===== src/rtl/temporal_operand_sequencer.sv =====
// rtl/temporal_operand_sequencer.sv - operand slicer and control sequencer for signed_temporal_mult
//
// Accepts full-precision operand pairs over a valid/ready handshake and issues
// one (a slice, b slice) pair per cycle. The b slice index is the outer loop
// and the a slice index is the inner loop. Each slice carries a shift, sign
// modes and an accumulator clear/load. acc_valid pulses when the downstream
// accumulator holds a finished result.
//
// Ports:
//   clk, reset                       clock, synchronous active-low reset
//   in_valid, in_ready               operand pair handshake
//   in_a, in_b                       full-width operands
//   a_prec, b_prec                   slice count minus one (clamped to maximum)
//   a_sign, b_sign                   operand signedness
//   in_first, in_last                accumulation start / end markers
//   a, b, shift, sel                 registered slice controls to the multiplier
//   a_sign_mode, b_sign_mode         registered slice signedness
//   acc_valid                        registered one-cycle result flag
//   busy_cycles, pair_count          statistics (only with TEMPORAL_SEQ_STATS_EN)
//
// Optional feature macro: TEMPORAL_SEQ_STATS_EN

module temporal_operand_sequencer #(
  parameter int A_WIDTH       = 2,
  parameter int B_WIDTH       = 4,
  parameter int MAX_A_WIDTH   = 8,
  parameter int MAX_B_WIDTH   = 8,
  parameter int MIN_WIDTH     = (A_WIDTH < B_WIDTH) ? A_WIDTH : B_WIDTH,
  parameter int SHIFTER_WIDTH = 4,
  parameter int APW = ((MAX_A_WIDTH / A_WIDTH) > 1) ? $clog2(MAX_A_WIDTH / A_WIDTH) : 1,
  parameter int BPW = ((MAX_B_WIDTH / B_WIDTH) > 1) ? $clog2(MAX_B_WIDTH / B_WIDTH) : 1
) (
  input  logic                     clk,
  input  logic                     reset,
  input  logic                     in_valid,
  output logic                     in_ready,
  input  logic [MAX_A_WIDTH-1:0]   in_a,
  input  logic [MAX_B_WIDTH-1:0]   in_b,
  input  logic [APW-1:0]           a_prec,
  input  logic [BPW-1:0]           b_prec,
  input  logic                     a_sign,
  input  logic                     b_sign,
  input  logic                     in_first,
  input  logic                     in_last,
  output logic [A_WIDTH-1:0]       a,
  output logic [B_WIDTH-1:0]       b,
  output logic [SHIFTER_WIDTH-1:0] shift,
  output logic                     sel,
  output logic                     a_sign_mode,
  output logic                     b_sign_mode,
  output logic                     acc_valid
`ifdef TEMPORAL_SEQ_STATS_EN
  ,
  output logic [31:0]              busy_cycles,
  output logic [31:0]              pair_count
`endif
);

  localparam int A_SLICES = MAX_A_WIDTH / A_WIDTH;
  localparam int B_SLICES = MAX_B_WIDTH / B_WIDTH;
  localparam logic [APW-1:0] A_IDX_MAX = APW'(A_SLICES - 1);
  localparam logic [BPW-1:0] B_IDX_MAX = BPW'(B_SLICES - 1);

  typedef enum logic {
    IDLE = 1'b0,
    RUN  = 1'b1
  } state_t;

  state_t state, state_next;

  logic [MAX_A_WIDTH-1:0]   a_hold;
  logic [MAX_B_WIDTH-1:0]   b_hold;
  logic [APW-1:0]           a_prec_hold, a_prec_clamped, i_idx, i_next;
  logic [BPW-1:0]           b_prec_hold, b_prec_clamped, j_idx, j_next;
  logic                     a_sign_hold, b_sign_hold, first_hold, last_hold;
  logic                     last_slice, accept;
  logic                     done_pending;

  logic [A_WIDTH-1:0]       a_nx;
  logic [B_WIDTH-1:0]       b_nx;
  logic [SHIFTER_WIDTH-1:0] shift_nx;
  logic                     sel_nx, a_mode_nx, b_mode_nx;

  // Precision selects wider than the slice count are clamped to the top slice.
  always_comb begin
    a_prec_clamped = (int'(a_prec) >= A_SLICES) ? A_IDX_MAX : a_prec;
    b_prec_clamped = (int'(b_prec) >= B_SLICES) ? B_IDX_MAX : b_prec;
  end

  // Ready in the last slice cycle lets the next pair start with no bubble.
  assign last_slice = (state == RUN) && (i_idx == a_prec_hold) && (j_idx == b_prec_hold);
  assign in_ready   = (state == IDLE) || last_slice;
  assign accept     = in_valid && in_ready;

  always_comb begin
    state_next = state;
    i_next     = i_idx;
    j_next     = j_idx;
    a_nx       = '0;
    b_nx       = '0;
    shift_nx   = '0;
    sel_nx     = 1'b0;
    a_mode_nx  = 1'b0;
    b_mode_nx  = 1'b0;

    if (state == RUN) begin
      a_nx      = a_hold[i_idx*A_WIDTH +: A_WIDTH];
      b_nx      = b_hold[j_idx*B_WIDTH +: B_WIDTH];
      shift_nx  = SHIFTER_WIDTH'((int'(i_idx) * A_WIDTH + int'(j_idx) * B_WIDTH) / MIN_WIDTH);
      sel_nx    = first_hold && (i_idx == '0) && (j_idx == '0);
      // Only the most significant slice of a signed operand is signed.
      a_mode_nx = a_sign_hold && (i_idx == a_prec_hold);
      b_mode_nx = b_sign_hold && (j_idx == b_prec_hold);

      if (i_idx == a_prec_hold) begin
        i_next = '0;
        j_next = j_idx + 1'b1;
      end else begin
        i_next = i_idx + 1'b1;
      end

      if (last_slice) begin
        state_next = IDLE;
      end
    end

    if (accept) begin
      state_next = RUN;
      i_next     = '0;
      j_next     = '0;
    end
  end

  always_ff @(posedge clk) begin
    if (!reset) begin
      state        <= IDLE;
      i_idx        <= '0;
      j_idx        <= '0;
      a_hold       <= '0;
      b_hold       <= '0;
      a_prec_hold  <= '0;
      b_prec_hold  <= '0;
      a_sign_hold  <= 1'b0;
      b_sign_hold  <= 1'b0;
      first_hold   <= 1'b0;
      last_hold    <= 1'b0;
      a            <= '0;
      b            <= '0;
      shift        <= '0;
      sel          <= 1'b0;
      a_sign_mode  <= 1'b0;
      b_sign_mode  <= 1'b0;
      done_pending <= 1'b0;
      acc_valid    <= 1'b0;
    end else begin
      state       <= state_next;
      i_idx       <= i_next;
      j_idx       <= j_next;
      a           <= a_nx;
      b           <= b_nx;
      shift       <= shift_nx;
      sel         <= sel_nx;
      a_sign_mode <= a_mode_nx;
      b_sign_mode <= b_mode_nx;
      // The last slice leaves this block one cycle from now and lands in the
      // accumulator one cycle after that, hence the two-stage flag.
      done_pending <= last_slice && last_hold;
      acc_valid    <= done_pending;
      if (accept) begin
        a_hold      <= in_a;
        b_hold      <= in_b;
        a_prec_hold <= a_prec_clamped;
        b_prec_hold <= b_prec_clamped;
        a_sign_hold <= a_sign;
        b_sign_hold <= b_sign;
        first_hold  <= in_first;
        last_hold   <= in_last;
      end
    end
  end

`ifdef TEMPORAL_SEQ_STATS_EN
  always_ff @(posedge clk) begin
    if (!reset) begin
      busy_cycles <= '0;
      pair_count  <= '0;
    end else begin
      if (state == RUN) begin
        busy_cycles <= busy_cycles + 32'd1;
      end
      if (accept) begin
        pair_count <= pair_count + 32'd1;
      end
    end
  end
`endif

endmodule


===== config.mk =====
export PLATFORM = sky130hd
export DESIGN_NAME = temporal_operand_sequencer
export DESIGN_NICKNAME = d
export VERILOG_FILES = /design/src/rtl/temporal_operand_sequencer.sv
export SDC_FILE = /design/constraint.sdc
export NUM_CORES = 1
export LEC_CHECK = 0
export CAP_MARGIN = 20
export CORE_MARGIN = 2
export CORE_UTILIZATION = 50
export CTS_CLUSTER_DIAMETER = 80
export DETAILED_ROUTE_END_ITERATION = 8
export DONT_BUFFER_PORTS = 1
export SLEW_MARGIN = 20
export SYNTH_ARGS = -nofsm -noshare
export SYNTH_HDL_FRONTEND = slang
export SYNTH_SLANG_ARGS = --single-unit

===== constraint.sdc =====
create_clock -name clk -period 2.1 [get_ports clk]
set_input_delay 0.315 -clock clk [delete_from_list [all_inputs] [get_ports clk]]
set_output_delay 0.315 -clock clk [all_outputs]
set_load 0.02 [all_outputs]

==> run_results.csv, run 1 <==
group,metric,value,unit
global_routing,grt_pass1_vias,1083,
layout,layout_commonest_cell,"dfxtp_1",
floorplan,die_w,60.8,µm
layout,num-nets-final,202,
worst_setup_path,cp_max_fo,8,
worst_setup_path,cp-end-kind,"output port",
power,p_leak,0.636,nW
routing,routed_wl,2.81,mm
power,vdd_drop_max,0.414,mV
floorplan,core-area,3050,µm²
clock_tree,cts_buffers,5,
placed_design,routabilityCongestion,0.762,
clock_tree,cts_sinks,41,
yosys,yosysWarnings,0,
min_path,hp-start,"reset",
routing,ant_nets,0,
floorplan,io_pins,41,
placed_design,io_buffers,0,
yosys,yosys.area.top_type,"dfxtp_1",
yosys,synthTopCellsByArea,"dfxtp_1, o21ai_0, nand3_1",
clock_tree,cts_tree,"built",
layout,final_cell_mix,"dfxtp_1, nand2_1, o21ai_0",
yosys,ys_seq_area_frac,0.508,
global_routing,grt_overflow_total,0,
routing,vias,1135,
min_path,hold_path_class,"in -> reg",
timing,final_max_slew_viol_count,0,
timing,rsz0062_at_grt,"no",
clock_tree,root_buffer,"clkbuf_4",
yosys,synth-edff-count,0,
power,power_density,890,nW/µm²
floorplan,start_util,0.529,
worst_setup_path,worst_path_max_delay_cell,"dfxtp_2",
global_routing,grt_start_max_net_pins,57,
routing,vias_per_cell,5.18,
timing,period_minus_slack,1900,ps
routing,drtIter0Drc,40,
routing,drtPass1Iterations,4,
worst_setup_path,arrival,1590,ps
clock_tree,clock_latency,350,ps
yosys,ys.flop_type,"dfxtp_1",
yosys,synthesis.nets,208,
layout,areaGrowthSynthToFinish,4.65,%
yosys,synthCells,180,
global_routing,grt_use_total,0.182,
layout,drive_gt1_frac,0.103,
worst_setup_path,cpPeakStageDelay,460,ps
yosys,syn_area,1620,µm²
timing,fin_setup_tns,0,ps
timing,period_share,0.907,
routing,drc_errors,0,
placed_design,hpwl,1.95,mm
yosys,yosysTopAreaCellShare,0.508,
clock_tree,cts_buffer_depth,2,
global_routing,grt_pass1_wl,4.84,mm
layout,antenna-diode-count,0,
worst_setup_path,path_buf_inv,1,
layout,nFillCells,299,
outcome,status,"finished clean",
yosys,syn_area_per_cell,8.97,µm²
worst_setup_path,startpoint_type,"flop",
timing,finClkSkew,6.86,ps
yosys,ys_types,29,
worst_setup_path,worstSetupPathType,"reg -> out",
power,p_total,0.00150,W
floorplan,die-area,3700,µm²
worst_setup_path,critPathTopFamily,"flip-flops",
timing,max_freq,525,MHz
timing,setup_violations,0,
floorplan,die_y,60.8,µm
global_routing,antenna_found_initial,0,
yosys,synth-seq-cells,41,
worst_setup_path,worstPathCellList,"xor2_2 > nor2_1 > a21boi_0 > inv_1",
floorplan,rows,20,
worst_setup_path,crit_path_start,"i_idx[1]",
clock_tree,cts-htree-levels,2,
worst_setup_path,r2r_start,"b_prec_hold",
yosys,synth-async-reset-ratio,0,
worst_setup_path,critical_path_required,1780,ps
clock_tree,path_clk_slew,120,ps
timing,hold_viol,0,
job,maxCapViolations,0,
routing,routedWlPerCell,12.8,µm
timing,whs,85.8,ps
-- Yosys cell counts, types with 3 or more instances --
| cell type | n |
|---|---|
| and2_1 | 4 |
| and3_1 | 4 |
| buf_2 | 3 |
| buf_4 | 3 |
| buf_6 | 3 |
| clkbuf_1 | 5 |
| dfxtp_1 | 41 |
| inv_1 | 5 |
| mux2i_1 | 4 |
| nand2_1 | 27 |
| nand3_1 | 24 |
| nor2_1 | 8 |
| nor3_1 | 3 |
| o21ai_0 | 25 |
| xor2_1 | 3 |
-- cell type report --
type	count	area (µm²)	share of cell area
Clock inverter	1	5.00	0.00296
Sequential cell	41	823	0.487
Timing Repair Buffer	2	15.0	0.00888
Clock buffer	7	65.1	0.0385
Multi-Input combinational cell	119	708	0.419
Tap cell	44	55.1	0.0326
Inverter	5	18.8	0.0111
-- power by group --
part           leakage, nW  switching (W)  internal (W)
logic                0.258       0.000108     0.0000737
registers            0.337      0.0000485      0.000837
clock network       0.0413       0.000243      0.000194
total                0.636       0.000399       0.00110
-- worst paths after layout --
check,slack (ps),endpoint,cells after the start
worst max-delay path,200,in_ready,4
worst min-delay path,90,acc_valid,1
worst max register to register,450,a_hold[6],4
worst min register to register,440,acc_valid,1
-- metal layers --
metal  vias up  routed length, µm  GRT usage
li1        594                  -          -
met1       509               1360      0.226
met2        27               1250      0.281
met3         5                157     0.0810
met4         0                 37     0.0652
met5         -                  0          0
-- timing repair --
item                       CTS  global route
gates cloned                 0             0
buffers inserted             0             0
hold buffers                 0             0
resized for setup            2             2
setup endpoints to repair    1             1
-- cells by family after synthesis --
kind of cell	Yosys count	synth area share
other	1	0.00232
and+or+nand+nor	73	0.208
AOI/OAI and AO/OA	33	0.122
buffers and inverters	20	0.0697
DFF	41	0.508
xor gates and xnor gates	4	0.0217
adders and majority gates	2	0.0155
muxes	6	0.0527
-- registers in the layout, summed over array words and instances (netlist names), 2 cells and up --
register and cells:
a_hold 8, b_hold 8, b 4, shift 3
a 2, a_prec_hold 2, i_idx 2
-- per-stage QoR --
step	cells	instance area, µm²	worst slack [ps]	utilization
after floorplan	180	1620	607	-
after global placement	211	1600	427	0.525
after detailed placement	211	1600	373	0.525
after CTS	219	1690	44.6	0.553
after global routing	219	1690	50.1	0.554
final	219	1690	196	0.554
No activity file was read; power rests on OpenSTA's default activity.
==> run 2, diff against run 1 <==
--- a/config.mk
+++ b/config.mk
@@ -9,8 +9,10 @@
 export CORE_MARGIN = 2
 export CORE_UTILIZATION = 50
 export CTS_CLUSTER_DIAMETER = 80
+export CTS_CLUSTER_SIZE = 25
 export DETAILED_ROUTE_END_ITERATION = 8
 export DONT_BUFFER_PORTS = 1
+export PLACE_DENSITY_LB_ADDON = 0.15
 export SLEW_MARGIN = 20
 export SYNTH_ARGS = -nofsm -noshare
 export SYNTH_HDL_FRONTEND = slang
==> run 2 against run 1 <==
Compared with the run above: worst setup slack got worse by 63 ps; clock skew rose by 1.5 ps; critical endpoint unchanged; sequential power barely moved; register-to-register slack better by 40 ps; sequential share of layout area grew 0.51 points; highest routed layer unchanged; largest power group unchanged.
==> run_results.csv, run 2 (synthesis results as in run 1) <==
group,metric,value,unit
outcome,status,"finished clean",
worst_setup_path,crit_cells,4,
layout,nFillCells,307,
power,power_density,859,nW/µm²
timing,hold_viol,0,
placed_design,io_buffers,0,
routing,wl_met1,1.31,mm
clock_tree,cts_buffers,5,
worst_setup_path,r2r_cells,4,
layout,final_area,1670,µm²
layout,layout_commonest_cell,"dfxtp_1",
worst_setup_path,arrival,1650,ps
global_routing,grt_pass1_wl,4.52,mm
timing,finClkSkew,8.36,ps
timing,whs,72.7,ps
clock_tree,clock_latency,350,ps
floorplan,rows,20,
routing,ant_nets,0,
routing,wl_met3,143,µm
worst_setup_path,worstPathCellList,"xor2_2 > nor2_1 > a21boi_0 > inv_1",
timing,rsz0062_at_grt,"no",
worst_setup_path,cp-end-kind,"output port",
timing,period_share,0.937,
layout,areaGrowthSynthToFinish,3.41,%
placed_design,dpl-instance-area,1600,µm²
global_routing,antenna_found_initial,0,
timing,final_max_slew_viol_count,0,
clock_tree,cts-htree-levels,2,
routing,vias,1148,
layout,drive_gt1_frac,0.0914,
worst_setup_path,cpPeakStageDelay,470,ps
timing,period_minus_slack,1970,ps
layout,multi_input_area,708,µm²
worst_setup_path,cp_max_fo,5,
min_path,hold_path_depth,1,
worst_setup_path,worstSetupPathType,"reg -> out",
worst_setup_path,critPathTopFamily,"flip-flops",
global_routing,grt_use_total,0.168,
timing,setup_violations,0,
placed_design,hpwl,1.86,mm
routing,drtIter0Drc,47,
worst_setup_path,worst_path_max_delay_cell,"dfxtp_1",
routing,vias_per_cell,5.24,
clock_tree,cts_tree,"built",
power,vdd_drop_max,0.384,mV
clock_tree,cts_setup_buffers,0,
timing,max_freq,508,MHz
job,maxCapViolations,0,
floorplan,io_pins,41,
layout,top_regs,"a_hold x8, b_hold x8, b x4",
worst_setup_path,path_buf_inv,1,
power,p_leak,0.626,nW
timing,fin_setup_tns,0,ps
floorplan,die_y,60.8,µm
placed_design,routabilityCongestion,0.755,
routing,drc_errors,0,
routing,highest_layer,"met4",
routing,routed_wl,2.78,mm
floorplan,core-area,3050,µm²
clock_tree,cts_sinks,41,
floorplan,die_w,60.8,µm
routing,routedWlPerCell,12.7,µm
clock_tree,root_buffer,"clkbuf_4",
floorplan,die-area,3700,µm²
layout,antenna-diode-count,0,
global_routing,grt_overflow_total,0,
routing,wl_met2,1.28,mm
floorplan,start_util,0.529,
layout,final_cell_mix,"dfxtp_1, nand2_1, o21ai_0",
routing,drtPass1Iterations,4,
clock_tree,path_clk_slew,120,ps
layout,num-nets-final,202,
clock_tree,cts_buffer_depth,2,
global_routing,grt_start_max_net_pins,57,
worst_setup_path,critical_path_required,1780,ps
layout,regArea,822,µm²
min_path,hold_path_class,"in -> reg",
worst_setup_path,startpoint_type,"flop",
global_routing,grt_pass1_vias,1033,
-- run 2: changes by cell type in the layout (fill, tap and decap cells not counted), sizes merged --
cell | previous run | this run
clkbuf | 7 | 6
clkinv | 1 | 2
-- run 2: final cells by class --
cell class / count / area share
Clock inverter: 2 / 0.00599
Timing Repair Buffer: 2 / 0.00899
Sequential cell: 41 / 0.492
Tap cell: 44 / 0.0330
Clock buffer: 6 / 0.0247
Multi-Input combinational cell: 119 / 0.424
Inverter: 5 / 0.0112
-- run 2: report_power, final --
part | total, W | switching, W | internal, W
Clock | 0.000371 | 0.000244 | 0.000128
Combinational | 0.000180 | 0.000106 | 0.0000735
Sequential | 0.000884 | 0.0000477 | 0.000836
Total | 0.00144 | 0.000398 | 0.00104
-- run 2: metrics by stage --
| stage | util | setup slack [ps] | cells | total power (W) |
|---|---|---|---|---|
| floorplan | - | 607 | 180 | 0.00107 |
| global placement | 0.525 | 428 | 211 | 0.00107 |
| detailed placement | 0.525 | 386 | 211 | 0.00108 |
| CTS | 0.542 | 2.83 | 219 | 0.00145 |
| global route | 0.547 | 19.3 | 219 | 0.00152 |
| finish | 0.547 | 132 | 219 | 0.00144 |
-- run 2: what timing repair did --
item                                    CTS  global route
hold buffers                              0             0
resized for setup                         1             2
endpoints found under the setup margin    1             1
-- run 2: final timing paths --
check	from	end	slack [ps]
setup / recovery	i_idx[0]	in_ready	130
hold / removal	reset	state	70
setup reg to reg	i_idx[0]	a_hold[4]	490
hold reg to reg	done_pending	acc_valid	450
-- run 2: worst register-to-register path, stage by stage (launching register included) --
cell and delay (ps):
dfxtp_1 470, xor2_2 160, o41ai_4 290, buf_4 410, o21ai_0 170
-- run 2: layer usage --
layer	global-route usage	vias to the layer above
li1	-	592
met2	0.249	24
met5	0	-
met3	0.0661	5
met4	0.0745	0
met1	0.218	527
==> run 3, diff against run 2 <==
--- a/config.mk
+++ b/config.mk
@@ -5,9 +5,9 @@
 export SDC_FILE = /design/constraint.sdc
 export NUM_CORES = 1
 export LEC_CHECK = 0
-export CAP_MARGIN = 20
 export CORE_MARGIN = 2
 export CORE_UTILIZATION = 50
+export CTS_BUF_LIST = sky130_fd_sc_hd__clkbuf_8
 export CTS_CLUSTER_DIAMETER = 80
 export CTS_CLUSTER_SIZE = 25
 export DETAILED_ROUTE_END_ITERATION = 8
==> run 3 against run 2 <==
Compared with the run above: critical path depth did not move; flip-flop and latch count stayed put; clock power grew 29%; worst setup slack improved by 43 ps; maximum frequency rose by 2.2%; via count fell by 0.70%; highest routed layer unchanged; sequential share of layout area shrank 0.69 points; total power is 7.5% higher; count of clock-buffer cells in the layout fell by 1; register-to-register slack improved by 20 ps; global-route usage grew 0.75 points; combinational power barely moved.
==> run_results.csv, run 3 (synthesis results as in run 1) <==
group,metric,value,unit
power,power_density,911,nW/µm²
layout,layoutNonFillerInstCount,219,
floorplan,io_pins,41,
placed_design,hpwl,1.86,mm
clock_tree,cts_buffers,5,
worst_setup_path,path_buf_inv,1,
worst_setup_path,worstSetupPathType,"reg -> out",
worst_setup_path,arrival,1610,ps
placed_design,routabilityCongestion,0.755,
global_routing,grt_pass1_wl,4.57,mm
placed_design,dp.cells,211,
routing,ant_nets,0,
clock_tree,clock_latency,290,ps
routing,vias_per_cell,5.21,
worst_setup_path,worst_path_max_delay_cell,"dfxtp_2",
worst_setup_path,cpPeakStageDelay,430,ps
timing,final_max_slew_viol_count,0,
floorplan,die_w,60.8,µm
timing,max_freq,520,MHz
placed_design,dpl-instance-area,1600,µm²
global_routing,grt_start_max_net_pins,57,
power,vdd_drop_max,0.404,mV
timing,period_share,0.916,
layout,drive_gt1_frac,0.0857,
global_routing,antenna_found_initial,0,
timing,fin_setup_tns,0,ps
clock_tree,cts_buffer_depth,2,
worst_setup_path,critical_path_required,1780,ps
timing,whs,143,ps
min_path,hold_path_class,"in -> reg",
floorplan,start_util,0.529,
floorplan,rows,20,
layout,antenna-diode-count,0,
clock_tree,hold_buffers,0,
outcome,status,"finished clean",
timing,hold_viol,0,
layout,num-nets-final,202,
timing,period_minus_slack,1920,ps
job,maxCapViolations,0,
worst_setup_path,critPathTopFamily,"flip-flops",
clock_tree,root_buffer,"clkbuf_8",
worst_setup_path,cp-end-kind,"output port",
power,p_leak,0.644,nW
clock_tree,cts_sinks,41,
layout,final_cell_mix,"dfxtp_1, nand2_1, o21ai_0",
floorplan,die_y,60.8,µm
clock_tree,path_clk_slew,70,ps
layout,layout_commonest_cell,"dfxtp_1",
worst_setup_path,r2r_slack,510,ps
global_routing,grt_pass1_vias,1040,
timing,setup_violations,0,
clock_tree,cts_tree,"built",
routing,routedWlPerCell,12.8,µm
layout,areaGrowthSynthToFinish,4.88,%
routing,vias,1140,
layout,fin_util,0.555,
layout,top_regs,"a_hold x8, b_hold x8, b x4",
floorplan,die-area,3700,µm²
timing,finClkSkew,4.32,ps
worst_setup_path,startpoint_type,"flop",
clock_tree,cts-htree-levels,2,
floorplan,core-area,3050,µm²
routing,drc_errors,0,
timing,rsz0062_at_grt,"no",
routing,drtIter0Drc,38,
routing,routed_wl,2.81,mm
layout,final_area,1690,µm²
global_routing,grt_overflow_total,0,
clock_tree,cts_setup_buffers,0,
global_routing,grt_use_total,0.176,
routing,drtPass1Iterations,4,
worst_setup_path,worstPathCellList,"xor2_1 > nor2_1 > a21boi_0 > inv_1",
worst_setup_path,cp_max_fo,8,
placed_design,io_buffers,0,
==> run 3: path summary, 6_finish.rpt <==
| check | startpoint | cells after the start | endpoint |
|---|---|---|---|
| min reg2reg | done_pending | 1 | acc_valid |
| min | in_valid | 1 | state |
| max | i_idx[1] | 4 | in_ready |
| max reg2reg | i_idx[0] | 4 | a_hold[4] |
==> run 3: final cells by class <==
| class | count | area, µm² |
|---|---|---|
| clock buffers | 5 | 68.8 |
| multi-input cells | 119 | 701 |
| fillers | 305 | 1360 |
| well taps | 44 | 55.1 |
| flip-flops and latches | 41 | 822 |
| repair buffers | 2 | 15.0 |
| inverters | 5 | 18.8 |
| clock inverters | 3 | 13.8 |
==> run 3: repair_timing <==
action | CTS | global route
setup endpoints to repair | 0 | 1
resized for setup | 0 | 2
hold endpoints to repair | 0 | 0
==> run 3: metal layers <==
layer,GRT usage,vias to the layer above,part of all wire
li1,-,592,-
met1,0.219,514,0.47
met2,0.250,29,0.46
met3,0.0789,5,0.055
met4,0.102,0,0.020
met5,0,-,0
==> run 3: stage by stage <==
step | total power (W) | setup slack [ps]
after floorplan | 0.00107 | 607
final | 0.00154 | 176
after detailed placement | 0.00108 | 386
after global placement | 0.00107 | 428
after global routing | 0.00163 | 50.6
after CTS | 0.00157 | 45.7
==> run 3: power by group <==
part	switching, W	internal [W]	leakage [nW]	total [W]
clock	0.000255	0.000225	0.0491	0.000480
sequential	0.0000465	0.000837	0.336	0.000883
combinational	0.000106	0.0000728	0.258	0.000179
total	0.000408	0.00113	0.644	0.00154
